$ cat config.mk
export PLATFORM = sky130hd
export DESIGN_NAME = m_lsu
export DESIGN_NICKNAME = d
export VERILOG_FILES = /design/src/rtl/m_lsu.sv
export SDC_FILE = /design/constraint.sdc
export NUM_CORES = 1
export LEC_CHECK = 0
export ABC_AREA = 1
export CORE_MARGIN = 2
export CORE_UTILIZATION = 41
export DETAILED_ROUTE_END_ITERATION = 10
export PLACE_DENSITY = 0.75
export SLEW_MARGIN = 30
export SYNTH_ARGS = -nofsm -noshare
export SYNTH_HDL_FRONTEND = slang
export SYNTH_SLANG_ARGS = --single-unit
export TNS_END_PERCENT = 100
$ cat constraint.sdc
create_clock -name clk -period 2.8 [get_ports clk]
set_input_delay 0.42 -clock clk [delete_from_list [all_inputs] [get_ports clk]]
set_output_delay 0.42 -clock clk [all_outputs]
set_load 0.05 [all_outputs]
$ cat src/rtl/m_lsu.sv
// Memory-stage load/store unit: aligned request/acknowledge bus access with
// lane steering, load extension, misalignment and bus-error/timeout reporting.
module m_lsu #(
  parameter int DATA_W   = 32,
  parameter int ADDR_W   = 32,
  parameter int MAX_WAIT = 16
) (
  input  logic                clk,
  input  logic                reset,
  input  logic                req_valid,
  input  logic [2:0]          mem_store_op,
  input  logic [2:0]          mem_load_op,
  input  logic [ADDR_W-1:0]   addr,
  input  logic [DATA_W-1:0]   wdata,
  input  logic                flush,
  output logic                stall,
  output logic                done,
  output logic [DATA_W-1:0]   rdata,
  output logic                exc_adel,
  output logic                exc_ades,
  output logic                exc_bus,
  output logic                bus_req,
  output logic                bus_we,
  output logic [ADDR_W-1:0]   bus_addr,
  output logic [DATA_W/8-1:0] bus_be,
  output logic [DATA_W-1:0]   bus_wdata,
  input  logic                bus_ack,
  input  logic                bus_err,
  input  logic [DATA_W-1:0]   bus_rdata
);
  localparam int NB  = DATA_W / 8;
  localparam int OFF = $clog2(NB);
  localparam logic [7:0] LAST_WAIT = 8'(MAX_WAIT - 1);

  typedef enum logic [1:0] {IDLE, BUSY, RESP} state_t;
  state_t state, state_n;

  logic              is_store, is_load, misaligned, accept;
  logic [3:0]        size;
  logic [OFF-1:0]    off_p0;
  logic [NB-1:0]     be_base, be_p0;

  logic [ADDR_W-1:0] addr_p1;
  logic [NB-1:0]     be_p1;
  logic [DATA_W-1:0] wdata_p1;
  logic              we_p1;
  logic [2:0]        op_p1;
  logic [OFF-1:0]    off_p1;

  logic [7:0]        wait_cnt;
  logic              err_q, kill_q;
  logic [DATA_W-1:0] shifted, rdata_p2;

  // Extension of a lane-justified load; lw sign-extends only matters on a 64-bit bus.
  function automatic logic [DATA_W-1:0] load_ext(input logic [2:0] op,
                                                 input logic [DATA_W-1:0] d);
    logic [DATA_W-1:0] r;
    case (op)
      3'b000:  r = DATA_W'($signed(d[31:0]));
      3'b001:  r = DATA_W'($signed(d[15:0]));
      3'b010:  r = DATA_W'($signed(d[7:0]));
      3'b011:  r = DATA_W'(d[15:0]);
      3'b100:  r = DATA_W'(d[7:0]);
      default: r = d;
    endcase
    return r;
  endfunction

  always_comb begin
    is_store = 1'b0;
    is_load  = 1'b0;
    size     = 4'd0;
    if (mem_store_op != 3'b000) begin
      case (mem_store_op)
        3'b001:  begin is_store = 1'b1; size = 4'd1; end
        3'b010:  begin is_store = 1'b1; size = 4'd2; end
        3'b011:  begin is_store = 1'b1; size = 4'd4; end
        3'b100:  if (DATA_W == 64) begin is_store = 1'b1; size = 4'd8; end
        default: ;
      endcase
    end else begin
      case (mem_load_op)
        3'b000:  begin is_load = 1'b1; size = 4'd4; end
        3'b001:  begin is_load = 1'b1; size = 4'd2; end
        3'b010:  begin is_load = 1'b1; size = 4'd1; end
        3'b011:  begin is_load = 1'b1; size = 4'd2; end
        3'b100:  begin is_load = 1'b1; size = 4'd1; end
        3'b101:  if (DATA_W == 64) begin is_load = 1'b1; size = 4'd8; end
        default: ;
      endcase
    end
  end

  assign off_p0     = addr[OFF-1:0];
  assign misaligned = |(4'(off_p0) & (size - 4'd1));

  always_comb begin
    be_base = '0;
    for (int i = 0; i < NB; i++) be_base[i] = (i < int'(size));
    be_p0 = be_base << off_p0;
  end

  assign shifted = bus_rdata >> {off_p1, 3'b000};

  always_comb begin
    state_n   = state;
    accept    = 1'b0;
    stall     = 1'b0;
    done      = 1'b0;
    exc_adel  = 1'b0;
    exc_ades  = 1'b0;
    exc_bus   = 1'b0;
    bus_req   = 1'b0;
    bus_we    = 1'b0;
    bus_addr  = '0;
    bus_be    = '0;
    bus_wdata = '0;
    case (state)
      IDLE: begin
        // Outputs stay quiet while reset is held, even with a request present.
        if (reset && req_valid && (is_store || is_load) && !flush) begin
          if (misaligned) begin
            done     = 1'b1;
            exc_adel = is_load;
            exc_ades = is_store;
          end else begin
            accept  = 1'b1;
            stall   = 1'b1;
            state_n = BUSY;
          end
        end
      end
      BUSY: begin
        bus_req   = 1'b1;
        stall     = 1'b1;
        bus_we    = we_p1;
        bus_addr  = addr_p1;
        bus_be    = be_p1;
        bus_wdata = wdata_p1;
        if (bus_ack || wait_cnt == LAST_WAIT) state_n = RESP;
      end
      RESP: begin
        done    = !kill_q;
        exc_bus = err_q && !kill_q;
        state_n = IDLE;
      end
      default: state_n = IDLE;
    endcase
  end

  // Request capture (p1): held stable for the whole bus transaction.
  always_ff @(posedge clk) begin
    if (accept) begin
      addr_p1  <= {addr[ADDR_W-1:OFF], {OFF{1'b0}}};
      be_p1    <= be_p0;
      wdata_p1 <= wdata << {off_p0, 3'b000};
      we_p1    <= is_store;
      op_p1    <= mem_load_op;
      off_p1   <= off_p0;
    end
  end

  // Response capture (p2) and transaction control.
  always_ff @(posedge clk or negedge reset) begin
    if (!reset) begin
      state    <= IDLE;
      wait_cnt <= 8'd0;
      err_q    <= 1'b0;
      kill_q   <= 1'b0;
      rdata_p2 <= '0;
    end else begin
      state <= state_n;
      case (state)
        IDLE: if (accept) begin
          wait_cnt <= 8'd0;
          err_q    <= 1'b0;
          kill_q   <= 1'b0;
        end
        BUSY: begin
          if (flush) kill_q <= 1'b1;
          if (bus_ack) begin
            err_q    <= bus_err;
            rdata_p2 <= (we_p1 || bus_err) ? '0 : load_ext(op_p1, shifted);
          end else if (wait_cnt == LAST_WAIT) begin
            err_q    <= 1'b1;
            rdata_p2 <= '0;
          end else begin
            wait_cnt <= wait_cnt + 8'd1;
          end
        end
        default: ;
      endcase
    end
  end

  assign rdata = rdata_p2;

endmodule
==> results, run 1 <==
- The remaining max-slew budget at the tightest pin is 0.616.
- The post-route cell area is slightly above 9000 um2.
- The number of global-route vias before repair is 5571.
- The setup check on the worst reg-to-reg path leaves a slack of roughly 800 ps.
- After clock tree synthesis, the clock-pin slew on the worst setup and hold paths is 50 ps.
- The area after detailed placement is 8560 um2.
- For this run, the post-layout net count is ~1.1k.
- The number of flops mapped to enable cells by yosys is ~70.
- The count of state elements after synthesis is 116.
- The worst clock skew on the final layout is 6.68 ps.
- The critical path endpoint category is an output port.
- The residual DRC count is 0.
- The number of violations of the max-capacitance limit is 0.
- The total overflow left after global routing is 0.
- For this block, the initial DRC count from the detailed router was roughly 360.
- The number of clock sinks seen by CTS is 116.
- The average detailed-routed wire length per instance is 15.0 um.
- The later-pin clock latency in the skew report is 410 ps.
- The share of total power dissipated in sequential elements is 0.387.
- In this run the critical register-to-register path is captured at rdata[25].
- At the worst endpoint, the arrival time is 2240 ps.
- For this block, the routed nets add up to 17.8 mm of wire.
- Summed over all failing endpoints, the final setup total negative slack is 0 ps.
- The design draws 4940 uW.
- Of the total power, combinational logic draws 0.138.
- The number of max-slew violations in the final report is 0.
- In this run, CTS created clock tree buffers numbering 17.
- The cell count after synthesis came out at between 700 and 800.
- The final route contains between 5k and 6k vias.
- The element type at the critical path start is a register.
- The total setup violations reported at the end of the flow is 0.
- STA puts the critical path data required time at between 2000 and 2500 ps.
- The standard-cell row count is 44.
- For this run, the number of Yosys warnings is 0.
- The placer's final routability congestion estimate is about 0.84.
- The TritonCTS clock tree is done.
- The critical path is of the reg -> out type.
- Entering global routing, the biggest net connects 50 pins.
- The first global-routing pass estimated 28.2 mm of wire.
- The post-synthesis area per instance is 8.05 um2.
- The chip height is ~130 um.
- The detail route stage leaves a number of antenna-violating nets equal to 0.
- In this run the worst path has a maximum fanout of 4.
- From left edge to right edge, the die measures 127 um.
- The number of antenna violations at the first check in global routing is 0.
- Hold repair after CTS inserted 0 buffers.
- The startpoint identified for the worst register-to-register timing path is state[1].
- The total area inside the core boundary comes to 14600 um2.
- Of the synthesized area, sequential elements account for 0.527.
- The area of the die is ~16000 um2.
- Counting distinct cell types in the post-synthesis netlist gives 39.
- The analysis attributes to net switching a power of 1200 uW.
- The highest attainable clock frequency is 376 MHz.
- The buffer depth of the longest clock path is 2.
- At the pin with the least slew margin, the transition time is 570 ps.
- The global-route usage over all layers is 0.226.
- For this design the static power due to leakage is around 0.0046 uW.
- Detailed placement finished with a half-perimeter wire length of 12.9 mm.
- IR analysis of the VDD net gives a maximum drop of 0.427 mV.
- The number of levels in the clock H-tree is 4.
- 0 antenna diodes ended up in the layout.
- The leading register cell type out of synthesis is sky130_fd_sc_hd__edfxtp_1.
- In this run the cell area of the synthesized design comes to 6190 um2.
- The top-level port count is 215.
- Setup repair after global routing left no endpoint under its margin.
- The hold violation total from the final report was 0.
- The class of the tightest hold or removal check is in -> async.
- The number of port buffers is 212.
- The flow ran to the end, and the final reports show no timing, DRC or antenna violations.
- Of the total power, the share spent switching nets is 0.243.
- Dividing the detail-routed via count by the number of cells gives 4.88.
- In the final layout, the share of cells above drive strength 1 is 0.139.
- The initial core utilization is 0.423.
- Dividing the final minimum period by the clock period gives 0.951.
- The root buffer cell is sky130_fd_sc_hd__clkbuf_16.
- For this run, the detailed router's first-pass iteration total came to 6.
- The smallest clock period supported by the final layout is computed as 2660 ps.
- The area growth from synthesis to layout is 49.2%.
- Internal power comes to 3740 uW.
- Of the total power, the clock network draws 0.475.
- In this run the power density over the cells is 535 nW/um2.
- In the synthesized netlist the async set-or-reset flop fraction comes to 0.379.
- The worst register-to-register path has a depth of 10.
==> cells in the final DEF (no fill, tap or decap), drive strengths merged <==
cell / n
nand2: 187
o32ai: 1
nand4: 2
nand3b: 1
buf: 80
clkbuf: 18
nor3b: 2
a21oi: 71
o31ai: 4
edfxtp: 72
a31oi: 1
mux2i: 4
nor2: 104
and3: 1
dfrtp: 44
bufinv: 6
ha: 5
conb: 2
o21ai: 53
dlymetal6s2s: 8
inv: 126
nor3: 16
or2: 1
clkinv: 5
nand3: 24
o211ai: 2
dlygate4sd2: 21
a22oi: 7
nor4: 1
clkdlybuf4s50: 133
clkinvlp: 4
==> layer usage <==
metal / vias up / track usage / routed length [um]
met3: 35 / 0.0650 / 1420
met4: 0 / 0.0911 / 443
met5: - / 0 / 0
met2: 240 / 0.374 / 8690
li1: 2903 / - / -
met1: 2634 / 0.278 / 7230
==> power groups by stage <==
stage	logic, uW	clock network (uW)	registers (uW)
4_1_cts	683	2390	1910
2_1_floorplan	236	0	2040
3_3_place_gp	670	0	1940
3_5_place_dp	679	0	1940
6_report	681	2350	1910
5_1_grt	733	2450	1910
==> flip-flops by register name, summed over array words and instances, names as in the netlist <==
name      cells
kill_q        1
rdata        32
be_p1         4
wait_cnt      8
wdata_p1     32
state         2
op_p1         3
off_p1        2
addr_p1      30
we_p1         1
err_q         1
==> cell type report <==
cell class                      instances  area (um2)
Inverter                              127         497
Multi-Input combinational cell        489        2330
Sequential cell                       116        3260
Timing Repair Buffer                  242        2280
Clock buffer                           18         429
Fill cell                            1248        5410
Tap cell                              184         230
Clock inverter                         14         209
==> timing repair <==
action,4_1_cts,5_1_grt
buffers inserted,1,0
setup endpoints to repair,19,10
pin swaps,2,1
resized for setup,27,12
==> how the worst max path moves through the flow <==
stage | start | end | cells after the start
floorplan | mem_store_op[1] | addr_p1[10] | 8
global placement | mem_load_op[0] | done | 11
detailed placement | mem_load_op[0] | done | 11
CTS | mem_store_op[1] | done | 12
global route | state[0] | exc_bus | 2
finish | state[0] | exc_bus | 2
==> through the flow <==
| stage | util | hold WS (ps) | instances | setup slack [ps] |
|---|---|---|---|---|
| floorplan | - | 124 | 770 | -31.9 |
| global placement | 0.584 | 454 | 1157 | -76.8 |
| detailed placement | 0.584 | 462 | 1157 | -117 |
| CTS | 0.628 | 175 | 1190 | -48.5 |
| global route | 0.631 | 194 | 1190 | 34.4 |
| finish | 0.631 | 163 | 1190 | 138 |
==> kinds of logic after synthesis <==
group	share of synthesized area
adders and majority gates	0.0101
DFF	0.527
other	0.000606
AOI/OAI and AO/OA	0.120
muxes	0.00647
and+or+nand+nor	0.228
buffers and inverters	0.108
==> critical path: stages, from the launching register on <==
cell	delay (ps)
sky130_fd_sc_hd__dfrtp_1	440
sky130_fd_sc_hd__nor4_1	460
sky130_fd_sc_hd__clkdlybuf4s50_1	920
==> Yosys cell counts, types with 4 or more instances <==
| library cell | count | area [um2] |
|---|---|---|
| sky130_fd_sc_hd__nor2_1 | 101 | 379 |
| sky130_fd_sc_hd__clkbuf_1 | 17 | 63.8 |
| sky130_fd_sc_hd__mux2i_1 | 4 | 40.0 |
| sky130_fd_sc_hd__o31ai_1 | 4 | 30.0 |
| sky130_fd_sc_hd__a22oi_1 | 7 | 52.6 |
| sky130_fd_sc_hd__dfrtp_1 | 44 | 1100 |
| sky130_fd_sc_hd__nor3_1 | 15 | 75.1 |
| sky130_fd_sc_hd__nand3_1 | 22 | 110 |
| sky130_fd_sc_hd__a21oi_1 | 71 | 355 |
| sky130_fd_sc_hd__nand2_1 | 183 | 687 |
| sky130_fd_sc_hd__buf_2 | 9 | 45.0 |
| sky130_fd_sc_hd__edfxtp_1 | 72 | 2160 |
| sky130_fd_sc_hd__ha_1 | 5 | 62.6 |
| sky130_fd_sc_hd__o21ai_0 | 51 | 255 |
| sky130_fd_sc_hd__inv_1 | 122 | 458 |
| sky130_fd_sc_hd__buf_1 | 8 | 30.0 |
(Power assumes the default switching activity.)
==> inputs of run 2 (changes only) <==
--- a/config.mk
+++ b/config.mk
@@ -10,6 +10,7 @@
 export CORE_UTILIZATION = 41
 export DETAILED_ROUTE_END_ITERATION = 10
 export PLACE_DENSITY = 0.75
+export RECOVER_POWER = 25
 export SLEW_MARGIN = 30
 export SYNTH_ARGS = -nofsm -noshare
 export SYNTH_HDL_FRONTEND = slang
==> run 2 against run 1 <==
  * The run now ends with max-capacitance violations, max-slew violations left
  * Die area did not move
  * Power fell by 0.20%
  * Design area fell by 0.24%
  * Critical path type unchanged
  * Largest power group unchanged
==> results, run 2 (synthesis gave the netlist of run 1 again) <==
- After global routing the overflow that remains totals 0.
- The placer's final routability congestion estimate is 0.839.
- In the layout the commonest cells are sky130_fd_sc_hd__nand2_1, sky130_fd_sc_hd__inv_1, sky130_fd_sc_hd__clkdlybuf4s50_1.
- The worst clock skew on the final layout is 5.96 ps.
- 215 I/O pins were placed.
- Headroom to the max-slew limit came out at -0.601.
- The chip height is 127 um.
- In this run the critical register-to-register path is captured at rdata[25].
- 0 antenna diodes ended up in the layout.
- Row generation in the floorplan step produced 44 rows.
- For this configuration, the core starts out at a cell density of 0.423.
- The critical path goes through nor4_1, clkdlybuf4s50_1.
- For the worst-skew pair, the clock arrives at the later sink with an insertion delay of roughly 420 ps.
- The first global-routing pass estimated 28.2 mm of wire.
- The area of combinational cells with multiple inputs is 2330 um2.
- In this run the deepest clock path goes through 2 buffers.
- The area growth from synthesis to layout is 48.8%.
- After floorplanning, the core was sized to cover between 10000 and 15000 um2.
- In this design, the stage delay of the slowest critical-path cell is 920 ps.
- The type of the worst setup path is reg -> out.
- The flow ran to the end, but the final reports show violations.
- The final reports fail on max-capacitance violations, max-slew violations.
- For this block, the initial DRC count from the detailed router was 368.
- The register-to-register path setup slack is around 790 ps.
- The highest attainable clock frequency is 377 MHz.
- Clock tree synthesis inserted a total of 17 buffers.
- Setup violations remaining at the end of the flow were counted as 0.
- The number of nets still failing antenna checks after routing is 0.
- For this design the static power due to leakage is 0.00453 uW.
- TritonCTS built the clock tree.
- The root buffer cell is sky130_fd_sc_hd__clkbuf_16.
- For hold timing, the worst endpoint is op_p1[1].
- CTS saw 116 sinks.
- The number of buffers and inverters on the critical path is 1.
- The width of the chip is 127 um.
- In this run the number of H-tree levels came out at 4.
- Summed over all nets, the half-perimeter wirelength after detailed placement is 12.9 mm.
- The area of the die is 16100 um2.
- Setup repair after global routing left no endpoint under its margin.
- The class of the tightest hold or removal check is in -> reg.
- The number of cells after detailed placement is 1157.
- The number of max-slew violations in the final report was 86.
- The routed via count divided by cell count is roughly 5.
- The depth of the worst register-to-register path is 10.
- The hold violation total from the final report is 0.
- The number of global-route vias before repair is 5571.
- The via count of the routed design is 5878.
- After detailed routing, the total wire length is roughly 18 mm.
- The largest net degree at the start of global routing is 50.
- The cell class contributing the biggest share of worst-path delay is buffers and inverters.
- The number of antenna violations at the first check in global routing is 0.
- The final core utilization is 0.629.
- The residual DRC count is 0.
- Counting the fill cells in the layout gives 1254.
- Counting buffers and inverters, the worst setup path is 2 cells deep.
- The shortest period the worst path allows is between 2000 and 3000 ps.
- Max-cap violations in this run came to 2.
- Dividing the final minimum period by the clock period gives 0.947.
- The number of cells traversed by the worst hold path is 1.
- The element type at the critical path start is a register.
- Buffers placed on the I/O ports in this run total around 210.
- The average detailed-routed wire length per instance is about 15 um.
- At the pin with the least slew margin, the transition time is 2400 ps.
- The maximum vdd ir drop is between 0.4 and 0.5 mV.
- The count of nets after finishing is 1106.
- Data on the critical path arrives at its endpoint at 2230 ps.
- The critical register-to-register path startpoint is state[1].
- The finished layout holds 1190 standard cells, fillers aside.
- Across the whole layout, storage elements account for 3260 um2.
- The highest fanout seen on the critical path is 4.
- Data on the critical path is required at its endpoint by 2380 ps.
- STA classifies the critical path endpoint as an output port.
- Clock-pin slew was measured on the worst setup and hold paths at 50 ps.
- In the global route stage, overall resource usage came out at 0.226.
- The worst hold path begins at mem_load_op[1].
- The fraction of layout cells with a size suffix above 1 is 0.136.
- For this design, the slowest cell found on the critical path is sky130_fd_sc_hd__clkdlybuf4s50_1.
- Prior to clock tree synthesis, the placed netlist has a worst setup slack of -117 ps.
- The worst path meets setup with about 150 ps of slack.
- The total iterations of the first detailed-routing run is 7.
- The power per standard cell area is about 540 nW/um2.
- Leaving out fill and tap cells, the most frequent cell in the layout is sky130_fd_sc_hd__nand2_1.
==> run 2: changes by cell type in the layout (fill, tap and decap cells not counted) <==
cell,delta
sky130_fd_sc_hd__clkbuf_1,+4
sky130_fd_sc_hd__clkdlybuf4s50_1,-31
sky130_fd_sc_hd__clkdlybuf4s25_1,+2
sky130_fd_sc_hd__dlygate4sd3_1,+31
sky130_fd_sc_hd__buf_4,-3
sky130_fd_sc_hd__buf_2,-1
sky130_fd_sc_hd__dlymetal6s2s_1,-3
sky130_fd_sc_hd__clkbuf_4,+1
==> run 2: cell type report <==
type | instances | share of cell area
Inverter | 127 | 0.0539
Tap cell | 184 | 0.0250
Clock buffer | 18 | 0.0466
Sequential cell | 116 | 0.354
Timing Repair Buffer | 242 | 0.245
Multi-Input combinational cell | 489 | 0.253
Clock inverter | 14 | 0.0227
==> run 2: how the worst max path moves through the flow <==
stage | startpoint | to | slack [ps]
floorplan | mem_store_op[1] | addr_p1[10] | -30
global placement | mem_load_op[0] | done | -80
detailed placement | mem_load_op[0] | done | -120
finish | state[0] | exc_bus | 150
CTS | mem_store_op[1] | done | -50
global route | reset | rdata[3] | 30
==> run 2: power by group <==
part           switching (uW)  total [uW]  leakage [uW]  internal, uW
registers                30.4        1910       0.00127          1880
logic                     393         671       0.00296           278
clock network             776        2350      0.000304          1570
==> run 2: metrics by stage <==
stage	hold slack [ps]	setup TNS (ps)	instance area [um2]	power [uW]
floorplan	124	-2300	6220	2280
global placement	454	-178	8560	2610
detailed placement	462	-260	8560	2620
CTS	175	-53.9	9200	4980
global route	426	0	9210	5090
finish	434	0	9210	4930
==> run 2: timing repair <==
item | CTS | global route
resized for setup | 27 | 12
endpoints found under the setup margin | 19 | 10
hold buffers | 0 | 0
pin swaps | 2 | 1
buffers inserted | 1 | 0
==> run 2: per-layer routing <==
layer	share of wire	up-vias	track usage
met5	0	-	0
met4	0.025	0	0.0911
met3	0.081	33	0.0650
met2	0.49	251	0.374
met1	0.40	2686	0.278
li1	-	2908	-
==> edit, RTL diff (config.mk and constraints of run 2) <==
Encoding of `state_t`: now one-hot (3 bits for 3 states).
--- a/src/rtl/m_lsu.sv
+++ b/src/rtl/m_lsu.sv
@@ -32,7 +32,7 @@
   localparam int OFF = $clog2(NB);
   localparam logic [7:0] LAST_WAIT = 8'(MAX_WAIT - 1);
 
-  typedef enum logic [1:0] {IDLE, BUSY, RESP} state_t;
+  typedef enum logic [2:0] {IDLE = 3'b001, BUSY = 3'b010, RESP = 3'b100} state_t;
   state_t state, state_n;
 
   logic              is_store, is_load, misaligned, accept;
Check against the original RTL: same outputs for any inputs over 4 cycles, from zero or initial values and one cycle with reset low; so few cycles prove little.
==> edit against run 2 <==
- the run still ends with capacitance limit, slew limit left
- routed wire length shrank 3.4%
- design area is 6.7% higher
- synthesized area down 0.32%
- clock skew is 0.0016 ns higher
- power down 7.8%
- first-iteration DRC count grew 40%
- largest cell class unchanged
- sequential cell count grew 1
- critical path depth grew 11
- setup slack worse by 0.033 ns
- die area is 0.32% lower
==> edit: results (changes against run 2) <==
GRT
  – GRT Resource Usage Total: 0.2204 (was 0.2256)
  – Largest net degree at the start of global routing: 60 (was 50)
  – First-pass GRT wire length: 27260 microns (was 28190 microns)
  – Vias in the first global route: 5398 (was 5571)

Synthesis
  – Synth cell types: 35 (was 39)
  – Seq/Total Area, Yosys: 0.5333 (was 0.5273)
  – Synth Area in Adders: 0.01014 (was 0.01011)
  – Post-synthesis compound-gate area fraction: 0.1381 (was 0.1197)
  – Proportion of synthesized area in mux cells: 0.008114 (was 0.006470)
  – Top cells by count, synth: nand2_1 (135), inv_1 (113), nor2_1 (102) (was nand2_1 (183), inv_1 (122), nor2_1 (101))
  – Async SR Flop Fraction: 0.3846 (was 0.3793)

Placed design
  – Placed Area: 9275 sq um (was 8556 sq um)
  – Setup WS pre-CTS: -0.06235 ns (was -0.1170 ns)
  – Placed cells: 1100 (was 1157)

Power and ir drop
  – Leak: 0.004359 uW (was 0.004528 uW)
  – Peak supply drop: 0.4629 mV (was 0.4281 mV)

Critical path
  – Worst Setup EP: exc_ades (was exc_bus)
  – Worst R2R Start: off_p1[0]$_DFFE_PP_ (was state[1]$_DFFE_PN0P_)
  – R2r setup slk: 0.74 ns (was 0.79 ns)
  – Reg2reg path depth: 9 (was 10)

Timing
  – Clock skew: 0.007585 ns (was 0.005957 ns)
  – Final Hold Slack: 0.3157 ns (was 0.4343 ns)
  – Slew Viols, Final: 42 (was 86)
  – Worst slew margin: -0.1619 (was -0.6012)

Run status
  – Failing checks: capacitance limit, slew limit (unchanged)
  – Outcome: complete, but fails checks (unchanged)

Route
  – Vias: 5654 (was 5878)
  – Detailed Routing Iterations Pass 1: 5 (was 7)
  – Post-DR wirelength/cell: 15.22 microns (was 14.98 microns)

Flow run
  – Max Cap Viol: 1 (was 2)

Cells and area
  – Share of cells above drive strength 1: 0.1709 (was 0.1362)
edit: cell types whose count changed in the layout (fill, tap and decap cells not counted), sizes merged, moves of 5 or more:
cell / before / now
a22o: 0 / 7
nand2: 187 / 137
dlygate4sd2: 21 / 3
buf: 76 / 90
a21oi: 71 / 59
dlymetal6s2s: 5 / 0
a22oi: 7 / 16
nand3: 24 / 32
o21ai: 53 / 48
o31ai: 4 / 9
inv: 126 / 121
nor3: 16 / 7
edit: critical path: cells and delay by family:
family                   cells  cell delay, ns
buffers and inverters        5            0.84
AO/OA/AOI/OAI                1            0.18
AND/OR/NAND/NOR              6            0.61
adder cells (fa/ha/maj)      1            0.19
edit: power breakdown:
part / internal, uW / total [uW] / switching (uW)
sequential: 1890 / 1920 / 29.7
combinational: 245 / 536 / 291
clock: 1300 / 2090 / 782
total: 3440 / 4550 / 1100
edit: cell type report:
class / count / area [sq um]
Fill cell: 1077 / 4758
Sequential cell: 117 / 3289
Timing Repair Buffer: 233 / 3000
Multi-Input combinational cell: 445 / 2286
Inverter: 121 / 457.9
Clock buffer: 20 / 436.7
Tap cell: 184 / 230.2
Clock inverter: 12 / 130.1
edit: what timing repair did:
action / in CTS / in global routing
hold buffers: 0 / 0
cloned: 0 / 0
endpoints found under the setup margin: 2 / 4
resized for setup: 5 / 4
edit: routing by layer:
layer / track usage / vias up / wire length, microns
met3: 0.08013 / 33 / 1353
met5: 0 / - / 0
met1: 0.2660 / 2625 / 6769
li1: - / 2785 / -
met4: 0.08856 / 0 / 481
met2: 0.3592 / 211 / 8627
edit: logic make-up after synthesis:
kind of cell               count (synthesis)
and+or+nand+nor                          286
DFF                                      117
adders and majority gates                  5
other                                      1
buffers and inverters                    163
AOI/OAI and AO/OA                        147
muxes                                      5
